## config.mk

```make
export PLATFORM = sky130hd
export DESIGN_NAME = trigger_sequencer_flat
export DESIGN_NICKNAME = d
export VERILOG_FILES = /design/src/rtl/trigger_sequencer_pkg.sv /design/src/rtl/trigger_sequencer_if.sv /design/src/rtl/trigger_sequencer_stage_counter.sv /design/src/rtl/trigger_sequencer.sv /design/src/flat_wrapper.sv
export SDC_FILE = /design/constraint.sdc
export NUM_CORES = 1
export LEC_CHECK = 0
export CAP_MARGIN = 20
export CORE_MARGIN = 2
export CORE_UTILIZATION = 35
export CTS_CLUSTER_DIAMETER = 100
export CTS_CLUSTER_SIZE = 30
export DETAILED_ROUTE_END_ITERATION = 8
export GPL_TIMING_DRIVEN = 0
export HOLD_SLACK_MARGIN = 0.1
export PLACE_DENSITY_LB_ADDON = 0.15
export SYNTH_ARGS = -nofsm -noshare
export SYNTH_HDL_FRONTEND = slang
export SYNTH_SLANG_ARGS = --single-unit
```

## constraint.sdc

```tcl
create_clock -name clk -period 2.6 [get_ports clk]
set_input_delay 0.52 -clock clk [delete_from_list [all_inputs] [get_ports clk]]
set_output_delay 0.52 -clock clk [all_outputs]
set_load 0.005 [all_outputs]
```

## src/rtl/trigger_sequencer_pkg.sv

```systemverilog
// -----------------------------------------------------------------------------
// sniffer_pkg
// Shared definitions for the bus sniffer trigger sequencer: controller state
// encoding, default widths and the occurrence-count helper.
// No ports (package).
// -----------------------------------------------------------------------------
package sniffer_pkg;

  typedef enum logic [1:0] {
    ST_IDLE = 2'd0,
    ST_RUN  = 2'd1,
    ST_FIRE = 2'd2,
    ST_DONE = 2'd3
  } seq_state_t;

  localparam int DEF_NUM_MATCH  = 4;
  localparam int DEF_SEL_WIDTH  = 2;
  localparam int DEF_NUM_STAGES = 4;
  localparam int DEF_STG_WIDTH  = 2;
  localparam int DEF_CNT_WIDTH  = 16;
  localparam int DEF_TO_WIDTH   = 32;

  // A programmed count of zero means "one occurrence"; the caller truncates
  // the result back to its own counter width.
  function automatic logic [63:0] eff_count(input logic [63:0] cnt);
    if (cnt == 64'd0) begin
      return 64'd1;
    end else begin
      return cnt;
    end
  endfunction

endpackage

```

## src/rtl/trigger_sequencer_if.sv

```systemverilog
// -----------------------------------------------------------------------------
// trigger_sequencer_if
// Control/status bundle between the sniffer front end and the trigger
// sequencer.
//   arm, abort   : run control from the front end
//   match        : registered comparator match pulses
//   comp_enable  : comparator enable
//   trigger      : one-cycle pulse to the capture logic
//   busy, done, timed_out, cur_stage : sequencer status
// master = front end / bench side, slave = sequencer side.
// -----------------------------------------------------------------------------
interface trigger_sequencer_if #(
  parameter int NUM_MATCH = 4,
  parameter int STG_WIDTH = 2
);
  import sniffer_pkg::*;

  logic                 arm;
  logic                 abort;
  logic [NUM_MATCH-1:0] match;
  logic                 comp_enable;
  logic                 trigger;
  logic                 busy;
  logic                 done;
  logic                 timed_out;
  logic [STG_WIDTH-1:0] cur_stage;

  modport master (
    output arm, abort, match,
    input  comp_enable, trigger, busy, done, timed_out, cur_stage
  );

  modport slave (
    input  arm, abort, match,
    output comp_enable, trigger, busy, done, timed_out, cur_stage
  );

endinterface

```

## src/rtl/trigger_sequencer_stage_counter.sv

```systemverilog
// -----------------------------------------------------------------------------
// stage_counter
// Occurrence counter for the active trigger stage.
//   clk, reset : clock, asynchronous active-low reset
//   clear      : synchronous clear (priority over inc)
//   inc        : count one occurrence this cycle
//   limit      : effective occurrence count for the stage (>= 1)
//   term       : this cycle's occurrence completes the stage
// -----------------------------------------------------------------------------
module stage_counter #(
  parameter int CNT_WIDTH = 16
) (
  input  logic                 clk,
  input  logic                 reset,
  input  logic                 clear,
  input  logic                 inc,
  input  logic [CNT_WIDTH-1:0] limit,
  output logic                 term
);

  logic [CNT_WIDTH-1:0] occ_r;
  logic [CNT_WIDTH:0]   occ_inc_s;

  // Terminal-count compare done one bit wider so a saturated count never aliases.
  always_comb begin
    occ_inc_s = {1'b0, occ_r} + {{CNT_WIDTH{1'b0}}, 1'b1};
    term      = inc && (occ_inc_s == {1'b0, limit});
  end

  // Occurrence register: clear wins, saturates at all-ones.
  always_ff @(posedge clk or negedge reset) begin
    if (!reset) begin
      occ_r <= {CNT_WIDTH{1'b0}};
    end else if (clear) begin
      occ_r <= {CNT_WIDTH{1'b0}};
    end else if (inc && (occ_r != {CNT_WIDTH{1'b1}})) begin
      occ_r <= occ_inc_s[CNT_WIDTH-1:0];
    end else begin
      occ_r <= occ_r;
    end
  end

endmodule

```

## src/rtl/trigger_sequencer.sv

```systemverilog
// -----------------------------------------------------------------------------
// trigger_sequencer
// Multi-stage trigger for the bus sniffer comparator bank. While armed the
// comparators are enabled and match pulses of the selected input are counted
// per stage; completing the last stage emits a one-cycle trigger. An optional
// cycle limit aborts runs that never complete.
//   clk, reset      : clock, asynchronous active-low reset
//   cfg_last_stage  : index of final stage (clamped to NUM_STAGES-1)
//   cfg_sel         : match input per stage, stage i at [i*SEL_WIDTH +: SEL_WIDTH]
//   cfg_count       : occurrences per stage, 0 treated as 1
//   cfg_timeout     : run cycle limit, 0 disables
//   bus             : arm/abort/match in, comp_enable/trigger/status out
// -----------------------------------------------------------------------------
module trigger_sequencer
  import sniffer_pkg::*;
#(
  parameter int NUM_MATCH  = DEF_NUM_MATCH,
  parameter int SEL_WIDTH  = DEF_SEL_WIDTH,
  parameter int NUM_STAGES = DEF_NUM_STAGES,
  parameter int STG_WIDTH  = DEF_STG_WIDTH,
  parameter int CNT_WIDTH  = DEF_CNT_WIDTH,
  parameter int TO_WIDTH   = DEF_TO_WIDTH
) (
  input  logic                            clk,
  input  logic                            reset,
  input  logic [STG_WIDTH-1:0]            cfg_last_stage,
  input  logic [NUM_STAGES*SEL_WIDTH-1:0] cfg_sel,
  input  logic [NUM_STAGES*CNT_WIDTH-1:0] cfg_count,
  input  logic [TO_WIDTH-1:0]             cfg_timeout,
  trigger_sequencer_if.slave              bus
);

  localparam int MATCH_PAD = 2 ** SEL_WIDTH;

  seq_state_t           state_r;
  logic                 comp_en_r;
  logic                 trigger_r;
  logic                 busy_r;
  logic                 done_r;
  logic                 timed_out_r;
  logic [STG_WIDTH-1:0] stage_r;
  logic [TO_WIDTH-1:0]  tcnt_r;

  // Configuration snapshot taken at arm time.
  logic [SEL_WIDTH-1:0] shadow_sel_r [NUM_STAGES];
  logic [CNT_WIDTH-1:0] shadow_cnt_r [NUM_STAGES];
  logic [STG_WIDTH-1:0] shadow_last_r;
  logic [TO_WIDTH-1:0]  shadow_to_r;

  logic [MATCH_PAD-1:0] match_pad_s;
  logic [SEL_WIDTH-1:0] sel_idx_s;
  logic                 sel_hit_s;
  logic [CNT_WIDTH-1:0] limit_s;
  logic                 stage_done_s;
  logic                 is_last_s;
  logic                 timeout_hit_s;
  logic                 cnt_clear_s;
  logic [STG_WIDTH-1:0] last_clamped_s;

  // Active-stage match selection, limits and timeout detection.
  always_comb begin
    match_pad_s = MATCH_PAD'(bus.match);
    sel_idx_s   = shadow_sel_r[stage_r];
    // Selector values past the last comparator read as a constant 0.
    if ((state_r == ST_RUN) && (32'(sel_idx_s) < NUM_MATCH)) begin
      sel_hit_s = match_pad_s[sel_idx_s];
    end else begin
      sel_hit_s = 1'b0;
    end
    limit_s       = CNT_WIDTH'(eff_count(64'(shadow_cnt_r[stage_r])));
    is_last_s     = (stage_r == shadow_last_r);
    timeout_hit_s = (shadow_to_r != {TO_WIDTH{1'b0}}) &&
                    ((tcnt_r + TO_WIDTH'(1)) == shadow_to_r);
    // Advancing also clears, so the completing match is never carried forward.
    cnt_clear_s   = (state_r != ST_RUN) || bus.abort || stage_done_s;
    if (32'(cfg_last_stage) >= NUM_STAGES) begin
      last_clamped_s = STG_WIDTH'(NUM_STAGES - 1);
    end else begin
      last_clamped_s = cfg_last_stage;
    end
  end

  stage_counter #(.CNT_WIDTH(CNT_WIDTH)) u_stage_counter (
    .clk   (clk),
    .reset (reset),
    .clear (cnt_clear_s),
    .inc   (sel_hit_s),
    .limit (limit_s),
    .term  (stage_done_s)
  );

  // Sequencer FSM with registered outputs; abort overrides every state.
  always_ff @(posedge clk or negedge reset) begin
    if (!reset) begin
      state_r       <= ST_IDLE;
      comp_en_r     <= 1'b0;
      trigger_r     <= 1'b0;
      busy_r        <= 1'b0;
      done_r        <= 1'b0;
      timed_out_r   <= 1'b0;
      stage_r       <= {STG_WIDTH{1'b0}};
      tcnt_r        <= {TO_WIDTH{1'b0}};
      shadow_last_r <= {STG_WIDTH{1'b0}};
      shadow_to_r   <= {TO_WIDTH{1'b0}};
      for (int i = 0; i < NUM_STAGES; i++) begin
        shadow_sel_r[i] <= {SEL_WIDTH{1'b0}};
        shadow_cnt_r[i] <= {CNT_WIDTH{1'b0}};
      end
    end else if (bus.abort) begin
      state_r     <= ST_IDLE;
      comp_en_r   <= 1'b0;
      trigger_r   <= 1'b0;
      busy_r      <= 1'b0;
      done_r      <= 1'b0;
      timed_out_r <= 1'b0;
      stage_r     <= {STG_WIDTH{1'b0}};
      tcnt_r      <= {TO_WIDTH{1'b0}};
    end else begin
      case (state_r)
        ST_IDLE: begin
          if (bus.arm) begin
            for (int i = 0; i < NUM_STAGES; i++) begin
              shadow_sel_r[i] <= cfg_sel[i*SEL_WIDTH +: SEL_WIDTH];
              shadow_cnt_r[i] <= cfg_count[i*CNT_WIDTH +: CNT_WIDTH];
            end
            shadow_last_r <= last_clamped_s;
            shadow_to_r   <= cfg_timeout;
            stage_r       <= {STG_WIDTH{1'b0}};
            tcnt_r        <= {TO_WIDTH{1'b0}};
            comp_en_r     <= 1'b1;
            busy_r        <= 1'b1;
            state_r       <= ST_RUN;
          end else begin
            state_r <= ST_IDLE;
          end
        end
        ST_RUN: begin
          tcnt_r <= tcnt_r + TO_WIDTH'(1);
          // Stage completion takes precedence over a coincident timeout.
          if (stage_done_s) begin
            if (is_last_s) begin
              trigger_r <= 1'b1;
              comp_en_r <= 1'b0;
              busy_r    <= 1'b0;
              state_r   <= ST_FIRE;
            end else begin
              stage_r <= stage_r + STG_WIDTH'(1);
            end
          end else if (timeout_hit_s) begin
            comp_en_r   <= 1'b0;
            busy_r      <= 1'b0;
            done_r      <= 1'b1;
            timed_out_r <= 1'b1;
            state_r     <= ST_DONE;
          end else begin
            state_r <= ST_RUN;
          end
        end
        ST_FIRE: begin
          trigger_r <= 1'b0;
          done_r    <= 1'b1;
          state_r   <= ST_DONE;
        end
        ST_DONE: begin
          if (bus.arm) begin
            done_r      <= 1'b0;
            timed_out_r <= 1'b0;
            stage_r     <= {STG_WIDTH{1'b0}};
            tcnt_r      <= {TO_WIDTH{1'b0}};
            state_r     <= ST_IDLE;
          end else begin
            state_r <= ST_DONE;
          end
        end
        default: begin
          comp_en_r   <= 1'b0;
          trigger_r   <= 1'b0;
          busy_r      <= 1'b0;
          done_r      <= 1'b0;
          timed_out_r <= 1'b0;
          stage_r     <= {STG_WIDTH{1'b0}};
          state_r     <= ST_IDLE;
        end
      endcase
    end
  end

  assign bus.comp_enable = comp_en_r;
  assign bus.trigger     = trigger_r;
  assign bus.busy        = busy_r;
  assign bus.done        = done_r;
  assign bus.timed_out   = timed_out_r;
  assign bus.cur_stage   = stage_r;

endmodule
```

## src/flat_wrapper.sv

```systemverilog
// flat-port wrapper written by rule: the top's interface ports become plain ports
module trigger_sequencer_flat import sniffer_pkg::*;
#(
  parameter int NUM_MATCH  = DEF_NUM_MATCH,
  parameter int SEL_WIDTH  = DEF_SEL_WIDTH,
  parameter int NUM_STAGES = DEF_NUM_STAGES,
  parameter int STG_WIDTH  = DEF_STG_WIDTH,
  parameter int CNT_WIDTH  = DEF_CNT_WIDTH,
  parameter int TO_WIDTH   = DEF_TO_WIDTH
)
  (clk, reset, cfg_last_stage, cfg_sel, cfg_count, cfg_timeout, bus_arm, bus_abort, bus_match, bus_comp_enable, bus_trigger, bus_busy, bus_done, bus_timed_out, bus_cur_stage);
  trigger_sequencer_if #(.NUM_MATCH(NUM_MATCH), .STG_WIDTH(STG_WIDTH)) bus_i ();
  input  logic clk;
  input  logic reset;
  input  logic [STG_WIDTH-1:0] cfg_last_stage;
  input  logic [NUM_STAGES*SEL_WIDTH-1:0] cfg_sel;
  input  logic [NUM_STAGES*CNT_WIDTH-1:0] cfg_count;
  input  logic [TO_WIDTH-1:0] cfg_timeout;
  input wire logic [$bits(bus_i.arm)-1:0] bus_arm;
  input wire logic [$bits(bus_i.abort)-1:0] bus_abort;
  input wire logic [$bits(bus_i.match)-1:0] bus_match;
  output wire logic [$bits(bus_i.comp_enable)-1:0] bus_comp_enable;
  output wire logic [$bits(bus_i.trigger)-1:0] bus_trigger;
  output wire logic [$bits(bus_i.busy)-1:0] bus_busy;
  output wire logic [$bits(bus_i.done)-1:0] bus_done;
  output wire logic [$bits(bus_i.timed_out)-1:0] bus_timed_out;
  output wire logic [$bits(bus_i.cur_stage)-1:0] bus_cur_stage;
  assign bus_i.arm = bus_arm;
  assign bus_i.abort = bus_abort;
  assign bus_i.match = bus_match;
  assign bus_comp_enable = bus_i.comp_enable;
  assign bus_trigger = bus_i.trigger;
  assign bus_busy = bus_i.busy;
  assign bus_done = bus_i.done;
  assign bus_timed_out = bus_i.timed_out;
  assign bus_cur_stage = bus_i.cur_stage;
  trigger_sequencer #(.NUM_MATCH(NUM_MATCH), .SEL_WIDTH(SEL_WIDTH), .NUM_STAGES(NUM_STAGES), .STG_WIDTH(STG_WIDTH), .CNT_WIDTH(CNT_WIDTH), .TO_WIDTH(TO_WIDTH)) u_core (.clk(clk), .reset(reset), .cfg_last_stage(cfg_last_stage), .cfg_sel(cfg_sel), .cfg_count(cfg_count), .cfg_timeout(cfg_timeout), .bus(bus_i));
endmodule
```

After elaboration in Yosys (flattened, before gate mapping)
Index checks and enable logic that the tools add are counted.
{"block": "word_totals", "rom_bits": 0, "inputBits": 114, "mem_count": 0, "latch_bits": 0, "ramBits": 0, "wordCells": 109, "out_inout_bits": 7, "register_bits": 162}
{"block": "op_classes", "n_eq_ne": 18, "n_mul": 0, "n_shift": 0, "reduce_logical": 22, "div_mod_pow": 0, "bitwise": 2, "n_addsub": 3, "order_cmp": 2, "n_mux": 44}
{"op": "two-way mux 16 bit", "count": 5}
{"op": "two-way mux 32 bit", "count": 2}
{"op": "one-hot mux 32 bit (2 select lines)", "count": 1}
{"op": "adder 32 x 1 -> 32 bit (second input constant)", "count": 1}
{"op": "binary-select mux 16 bit (select 2 bit)", "count": 1}
{"op": "== test 32 bit", "count": 1}
{"op": "nonzero test 32 bit", "count": 1}
{"op": "two-way mux 2 bit", "count": 11}
{"op": "adder 16 x 1 -> 17 bit (second input constant)", "count": 1}
{"op": "== test 17 x 16 -> 1 bit", "count": 1}
{"op": "zero test 16 bit", "count": 1}
{"op": "two-way mux 1 bit", "count": 16}
{"op": "inequality test 16 bit (second input constant)", "count": 1}
{"op": "AND reduction 4 bit", "count": 4}
{"op": "inequality test 3 bit (second input constant)", "count": 4}
{"op": "nonzero test 3 bit", "count": 4}
{"op": "inequality test 3 x 2 -> 1 bit (second input constant)", "count": 3}
{"op": "one-hot mux 2 bit (4 select lines)", "count": 1}
{"op": "one-hot mux 1 bit (2 select lines)", "count": 3}
{"op": "AND reduction 3 bit", "count": 2}
{"op": "binary-select mux 2 bit (select 2 bit)", "count": 1}
{"op": "== test 2 bit (second input constant)", "count": 2}
{"op": "inequality test 4 x 2 -> 1 bit (second input constant)", "count": 1}
{"op": "inequality test 4 bit (second input constant)", "count": 1}
{"op": "19 further kinds", "count": 22}

Depth between registers and ports, before layout
{"block": "depth", "ltp_word": 11, "ltp_mapped": 12, "depth_no_buf": 10}

By module
A second synthesis with hierarchy kept.
{"block": "unflattened", "hier_cells": 834, "area_unflattened_um2": 9064.9}
{"module": "trigger_sequencer", "cells_each": 680, "n_inst": 1, "area_per_inst_um2": 7728.7, "seq_area_each_um2": 3653.5}
{"module": "stage_counter", "cells_each": 154, "n_inst": 1, "area_per_inst_um2": 1336.3, "seq_area_each_um2": 400.4}

Least setup slack after synthesis
OpenSTA, ideal clock, no wires.
{"block": "synth_timing", "kind": "register to register", "start": "register u_core.stage_r[1] (netlist: u_core.bus.cur_stage[1])", "end": "register u_core.stage_r[0] (netlist: u_core.bus.cur_stage[0])", "setup_slack_ns": -0.168, "path_stages_with_launch": 12, "setup_ns": 0.125, "synth_period_minus_slack_ns": 2.768, "required_time_ns": 2.475, "t_arrival_ns": 2.642, "cell_sequence": "dfrtp_1 > buf_2 > buf_2 > buf_1 > mux4_2 > nand2_1 > o2111ai_1 > nand3b_1 > nor3b_2 > and4bb_2 > a21oi_2 > mux2_4"}
{"block": "synth_between", "elab_chain_len": 10}
{"element": "start: declaration", "line": "trigger_sequencer.sv:41", "text": "logic [STG_WIDTH-1:0] stage_r;"}
{"element": "start signal: assignment", "line": "trigger_sequencer.sv:101", "text": "stage_r <= {STG_WIDTH{1'b0}};"}
{"element": "start signal: assignment", "line": "trigger_sequencer.sv:116", "text": "stage_r <= {STG_WIDTH{1'b0}};"}
{"element": "start signal: assignment", "line": "trigger_sequencer.sv:128", "text": "stage_r <= {STG_WIDTH{1'b0}};"}
{"element": "NOT 2 -> 3 bit (implied by the code)", "line": "trigger_sequencer.sv:63, trigger_sequencer.sv:70"}
{"element": "binary-select mux 16 bit (select 2 bit) / binary-select mux 2 bit (select 2 bit) (equally long branches)", "line": "trigger_sequencer.sv:70, trigger_sequencer.sv:63"}
{"element": "two-way mux 16 bit (implied by the code) / two-way mux 2 bit (equally long branches) (2 in a row)", "line": "trigger_sequencer.sv:70, trigger_sequencer.sv:63"}
{"element": "zero test 16 bit / binary-select mux 1 bit (select 2 bit) (equally long branches)", "line": "trigger_sequencer_pkg.sv:26, trigger_sequencer.sv:66"}
{"element": "two-way mux 16 bit / two-way mux 1 bit (equally long branches)", "line": "trigger_sequencer_pkg.sv:26, trigger_sequencer.sv:66"}
{"element": "== test 17 x 16 -> 1 bit / two-way mux 1 bit (equally long branches)", "line": "trigger_sequencer_stage_counter.sv:27, trigger_sequencer.sv:65"}
{"element": "logical AND 1 bit", "line": "trigger_sequencer_stage_counter.sv:27", "text": "term = inc && (occ_inc_s == {1'b0, limit});"}
{"element": "inequality test 3 x 2 -> 1 bit (no source line)"}
{"element": "AND reduction 4 bit (no source line) *"}
Every way passes the cells marked *; elsewhere a longest branch is shown, timed or not. The select of a mux whose other input is x is not followed.
A chain may end at the register's enable or synchronous reset.

Final worst setup path
{"block": "layout_timing", "start": "register u_core.stage_r[0] (netlist: u_core.bus.cur_stage[0])", "end": "register u_core.stage_r[0] (netlist: u_core.bus.cur_stage[0])"}
{"block": "layout_between", "elab_chain_len": 10}
{"element": "NOT 2 -> 3 bit (implied by the code)", "line": "trigger_sequencer.sv:63, trigger_sequencer.sv:70"}
{"element": "binary-select mux 16 bit (select 2 bit) / binary-select mux 2 bit (select 2 bit) (equally long branches)", "line": "trigger_sequencer.sv:70, trigger_sequencer.sv:63"}
{"element": "two-way mux 16 bit (implied by the code) / two-way mux 2 bit (equally long branches) (2 in a row)", "line": "trigger_sequencer.sv:70, trigger_sequencer.sv:63"}
{"element": "zero test 16 bit / binary-select mux 1 bit (select 2 bit) (equally long branches)", "line": "trigger_sequencer_pkg.sv:26, trigger_sequencer.sv:66"}
{"element": "two-way mux 16 bit / two-way mux 1 bit (equally long branches)", "line": "trigger_sequencer_pkg.sv:26, trigger_sequencer.sv:66"}
{"element": "== test 17 x 16 -> 1 bit / two-way mux 1 bit (equally long branches)", "line": "trigger_sequencer_stage_counter.sv:27, trigger_sequencer.sv:65"}
{"element": "logical AND 1 bit", "line": "trigger_sequencer_stage_counter.sv:27"}
{"element": "inequality test 3 x 2 -> 1 bit (no source line)"}
{"element": "AND reduction 4 bit (no source line)"}
Parallel ways exist; a longest one is shown, timed or not. The select of a mux whose other input is x is not followed.

==> results.py <==
metrics = {
    "run_status": {
        "status": "complete, but fails checks",
        "violations": "negative setup slack",
    },
    "global_route": {
        "grt-busiest-layer": "met2",
        "grt_use_met3_pct": 5.052,
        "met1_usage_pct": 27.60,
        "grt_util_met2_pct": 28.09,
        "grt_pass1_vias": 7314,
        "track_usage_pct": 19.01,
        "antenna_found_initial": 1,
        "grt_max_degree": 103,
        "grt_pass1_wl_um": 41300,
        "overflow": 0,
    },
    "die": {
        "dieArea_um2": 27500,
        "placementRows": 59,
        "io_pins": 121,
        "die_height_um": 165.8,
        "start_util_pct": 35.38,
        "core_um2": 25910,
        "die_w_um": 165.8,
    },
    "synthesis": {
        "ys_ff_latch": 162,
        "synth_top_area_cell": "dfrtp_1",
        "netlist_area_um2": 9168,
        "synth_top_flop_cell": "dfrtp_1",
        "postSynthCellCount": 838,
        "avgSynthCellArea_um2": 10.94,
        "ys.warnings.count": 0,
        "ys_top_cells_by_area": "dfrtp_1 (44%), mux2_2 (13%), mux4_2 (4.4%), xnor2_1 (3.8%), xor2_1 (3.1%)",
        "yosysTopAreaCellShare_pct": 44.22,
        "yosysSeqAreaShare_pct": 44.22,
        "synth_edf_count": 0,
        "ys_types": 72,
        "synthesis.nets": 958,
        "synthArstFlopShare_pct": 100.0,
    },
    "worst_setup_path": {
        "crit_fanout": 5,
        "worst_ep_arrival_time_ns": 3.39,
        "end_kind": "flip-flop",
        "critPathLaunchType": "flip-flop",
        "reg2reg_depth": 10,
        "cp_data_required_time_ns": 2.92,
        "crit_type": "flip-flop to flip-flop",
    },
    "drt": {
        "wl_per_cell_um": 18.96,
        "final_antenna_net_count": 0,
        "drt-initial-drc-count": 422,
        "drcViolationCount": 0,
        "drt_wl_total_um": 25690,
        "vias": 7231,
        "vias_per_cell": 5.337,
        "drt_first_pass_iters": 5,
    },
    "sta": {
        "tightestPinTransition_ns": 0.7692,
        "finClkSkew_ns": 0.01346,
        "period_share_pct": 118.1,
        "slew_viol_final": 0,
        "fmax_mhz": 325.5,
        "hold_slack_ns": 0.5055,
        "setup_viol": 24,
        "fin_crit_ns": 3.072,
        "hold_viol": 0,
        "relSlewSlack_pct": 48.72,
        "finalWorstSetupSlack_ns": -0.4717,
        "rsz0062_at_grt": "yes",
    },
    "layout": {
        "drive_gt1_share_pct": 28.04,
        "final_nets": 1127,
        "utilization_pct": 47.07,
        "diodes": 0,
        "area_delta_synth_final_pct": 33.03,
        "fin_area_um2": 12200,
    },
    "run": {
        "maxCapViolCount": 0,
    },
    "placed_design": {
        "dp_hpwl_um": 18640,
        "gp_congestion": 0.8591,
        "dp_slack_ns": -1.010,
        "placed_area_um2": 10840,
        "io_buffers": 120,
    },
    "clock_network": {
        "clock-sinks": 162,
        "cts_root_buf": "clkbuf_16",
        "clockBufferDepth": 2,
        "htreeDepth": 4,
        "cts.clk_slew.worst_paths_ns": 0.08,
        "cts_tree": "built",
        "cts_buffers": 17,
        "clk_latency_ns": 0.44,
    },
    "min_path": {
        "holdPathStages": 1,
        "min_path_type": "flip-flop to flip-flop",
    },
    "power_and_ir_drop": {
        "finalPower_mw": 8.147,
        "p_leak_nw": 4.829,
        "power-per-cell-area_nw_per_um2": 668.0,
        "ir_drop_v": 0.0003160,
    },
}
==> synthesized netlist by cell type (all sizes together) (4+ instances only) <==
master  count
mux2i       9
mux4       18
nand2      46
nor2       59
a31oi       7
and3       15
ha          6
dfrtp     162
buf        18
xnor2      41
and4        4
nand3      32
xor2       32
o21ai      53
nor2b       4
nor3b       5
inv        10
a21oi      22
mux2      107
a21o        4
clkbuf     32
nor4       28
nand4      26
nor3       15
o22ai       4
o31ai      18
and2       10
nand2b      4
==> critical path, stage by stage (launching register included) <==
cell and delay (ns):
dfrtp_1 0.37, buf_6 0.15, buf_6 0.10, mux4_2 0.51, or3_4 0.40, a2111oi_4 0.35, nand4_1 0.18, buf_4 0.18
and4bb_2 0.31, a21oi_2 0.08, mux2_4 0.33
==> stage by stage <==
stage                     TNS (ns)  cells
final                       -9.675   1355
after CTS                   -8.195   1353
after detailed placement    -83.19   1294
after global placement    -1067.79   1293
after global routing        -14.06   1355
after floorplan            -0.3121    838
==> per-layer routing <==
metal,wire length [um],vias to the layer above
met5,11,-
met4,455,2
met3,1592,34
met2,11280,201
met1,12350,3557
li1,-,3437
==> cell usage in the layout, fill, tap and decap left out, types with 21 or more instances in the layout <==
cell type	instances
dfrtp_1	160
clkdlybuf4s50_1	119
mux2_2	106
o21ai_0	51
nor2_1	46
nand2_1	43
xnor2_1	39
xor2_1	31
nand3_1	30
nand4_1	25
a21oi_1	21
buf_4	21
==> state kept, by name, indices dropped and copies added (netlist names) <==
| name | cells |
|---|---|
| u_core.bus.done | 1 |
| u_core.shadow_last_r | 2 |
| u_core.bus.comp_enable | 1 |
| u_core.tcnt_r | 32 |
| u_core.u_stage_counter.occ_r | 16 |
| u_core.shadow_to_r | 32 |
| u_core.bus.cur_stage | 2 |
| u_core.bus.trigger | 1 |
| u_core.state_r | 2 |
| u_core.shadow_sel_r | 8 |
| u_core.bus.timed_out | 1 |
| u_core.shadow_cnt_r | 64 |
==> final timing paths <==
check                                                               to  slack, ns                           startpoint
max in group asynchronous  u_core.u_stage_counter.occ_r[8]$_DFFE_PN0P_       1.10                                reset
hold reg to reg                    u_core.shadow_cnt_r[37]$_DFFE_PN0P_       0.51  u_core.shadow_cnt_r[37]$_DFFE_PN0P_
min in group asynchronous           u_core.shadow_to_r[19]$_DFFE_PN0P_       0.61                                reset
setup / recovery                   u_core.bus.cur_stage[0]$_DFFE_PN0P_      -0.47  u_core.bus.cur_stage[0]$_DFFE_PN0P_
setup reg to reg                   u_core.bus.cur_stage[0]$_DFFE_PN0P_      -0.47  u_core.bus.cur_stage[0]$_DFFE_PN0P_
hold / removal                     u_core.shadow_cnt_r[37]$_DFFE_PN0P_       0.51  u_core.shadow_cnt_r[37]$_DFFE_PN0P_
==> cells by family after synthesis <==
| group | Yosys count | share of synthesized area [%] |
|---|---|---|
| buf+inv | 60 | 2.880 |
| simple gates | 264 | 16.10 |
| fa+ha+maj | 7 | 0.9281 |
| flops | 162 | 44.22 |
| xor+xnor | 76 | 7.793 |
| compound gates | 135 | 9.486 |
| mux | 134 | 18.59 |
==> what timing repair did <==
item	in CTS	in global routing
resized for setup	73	39
endpoints found under the setup margin	77	117
hold buffers	1	0
endpoints found under the hold margin	60	0
setup buffers	26	5
pin swaps	23	13
gates cloned	2	0
==> layout make-up <==
type | instances | area, um^2
repair buffers | 155 | 1610
inverters | 10 | 37.54
plain buffers | 45 | 244.0
flip-flops and latches | 162 | 4056
clock inverters | 15 | 176.4
fillers | 2395 | 13720
multi-input cells | 616 | 5226
clock buffers | 17 | 425.4
well taps | 335 | 419.2
==> report_power, final <==
part	switching [mW]	leakage [nW]	internal, mW
clock network	1.26	0.296	1.31
registers	0.356	2.02	2.97
logic	0.992	2.51	1.26
Power figures use the tool's default switching activity.
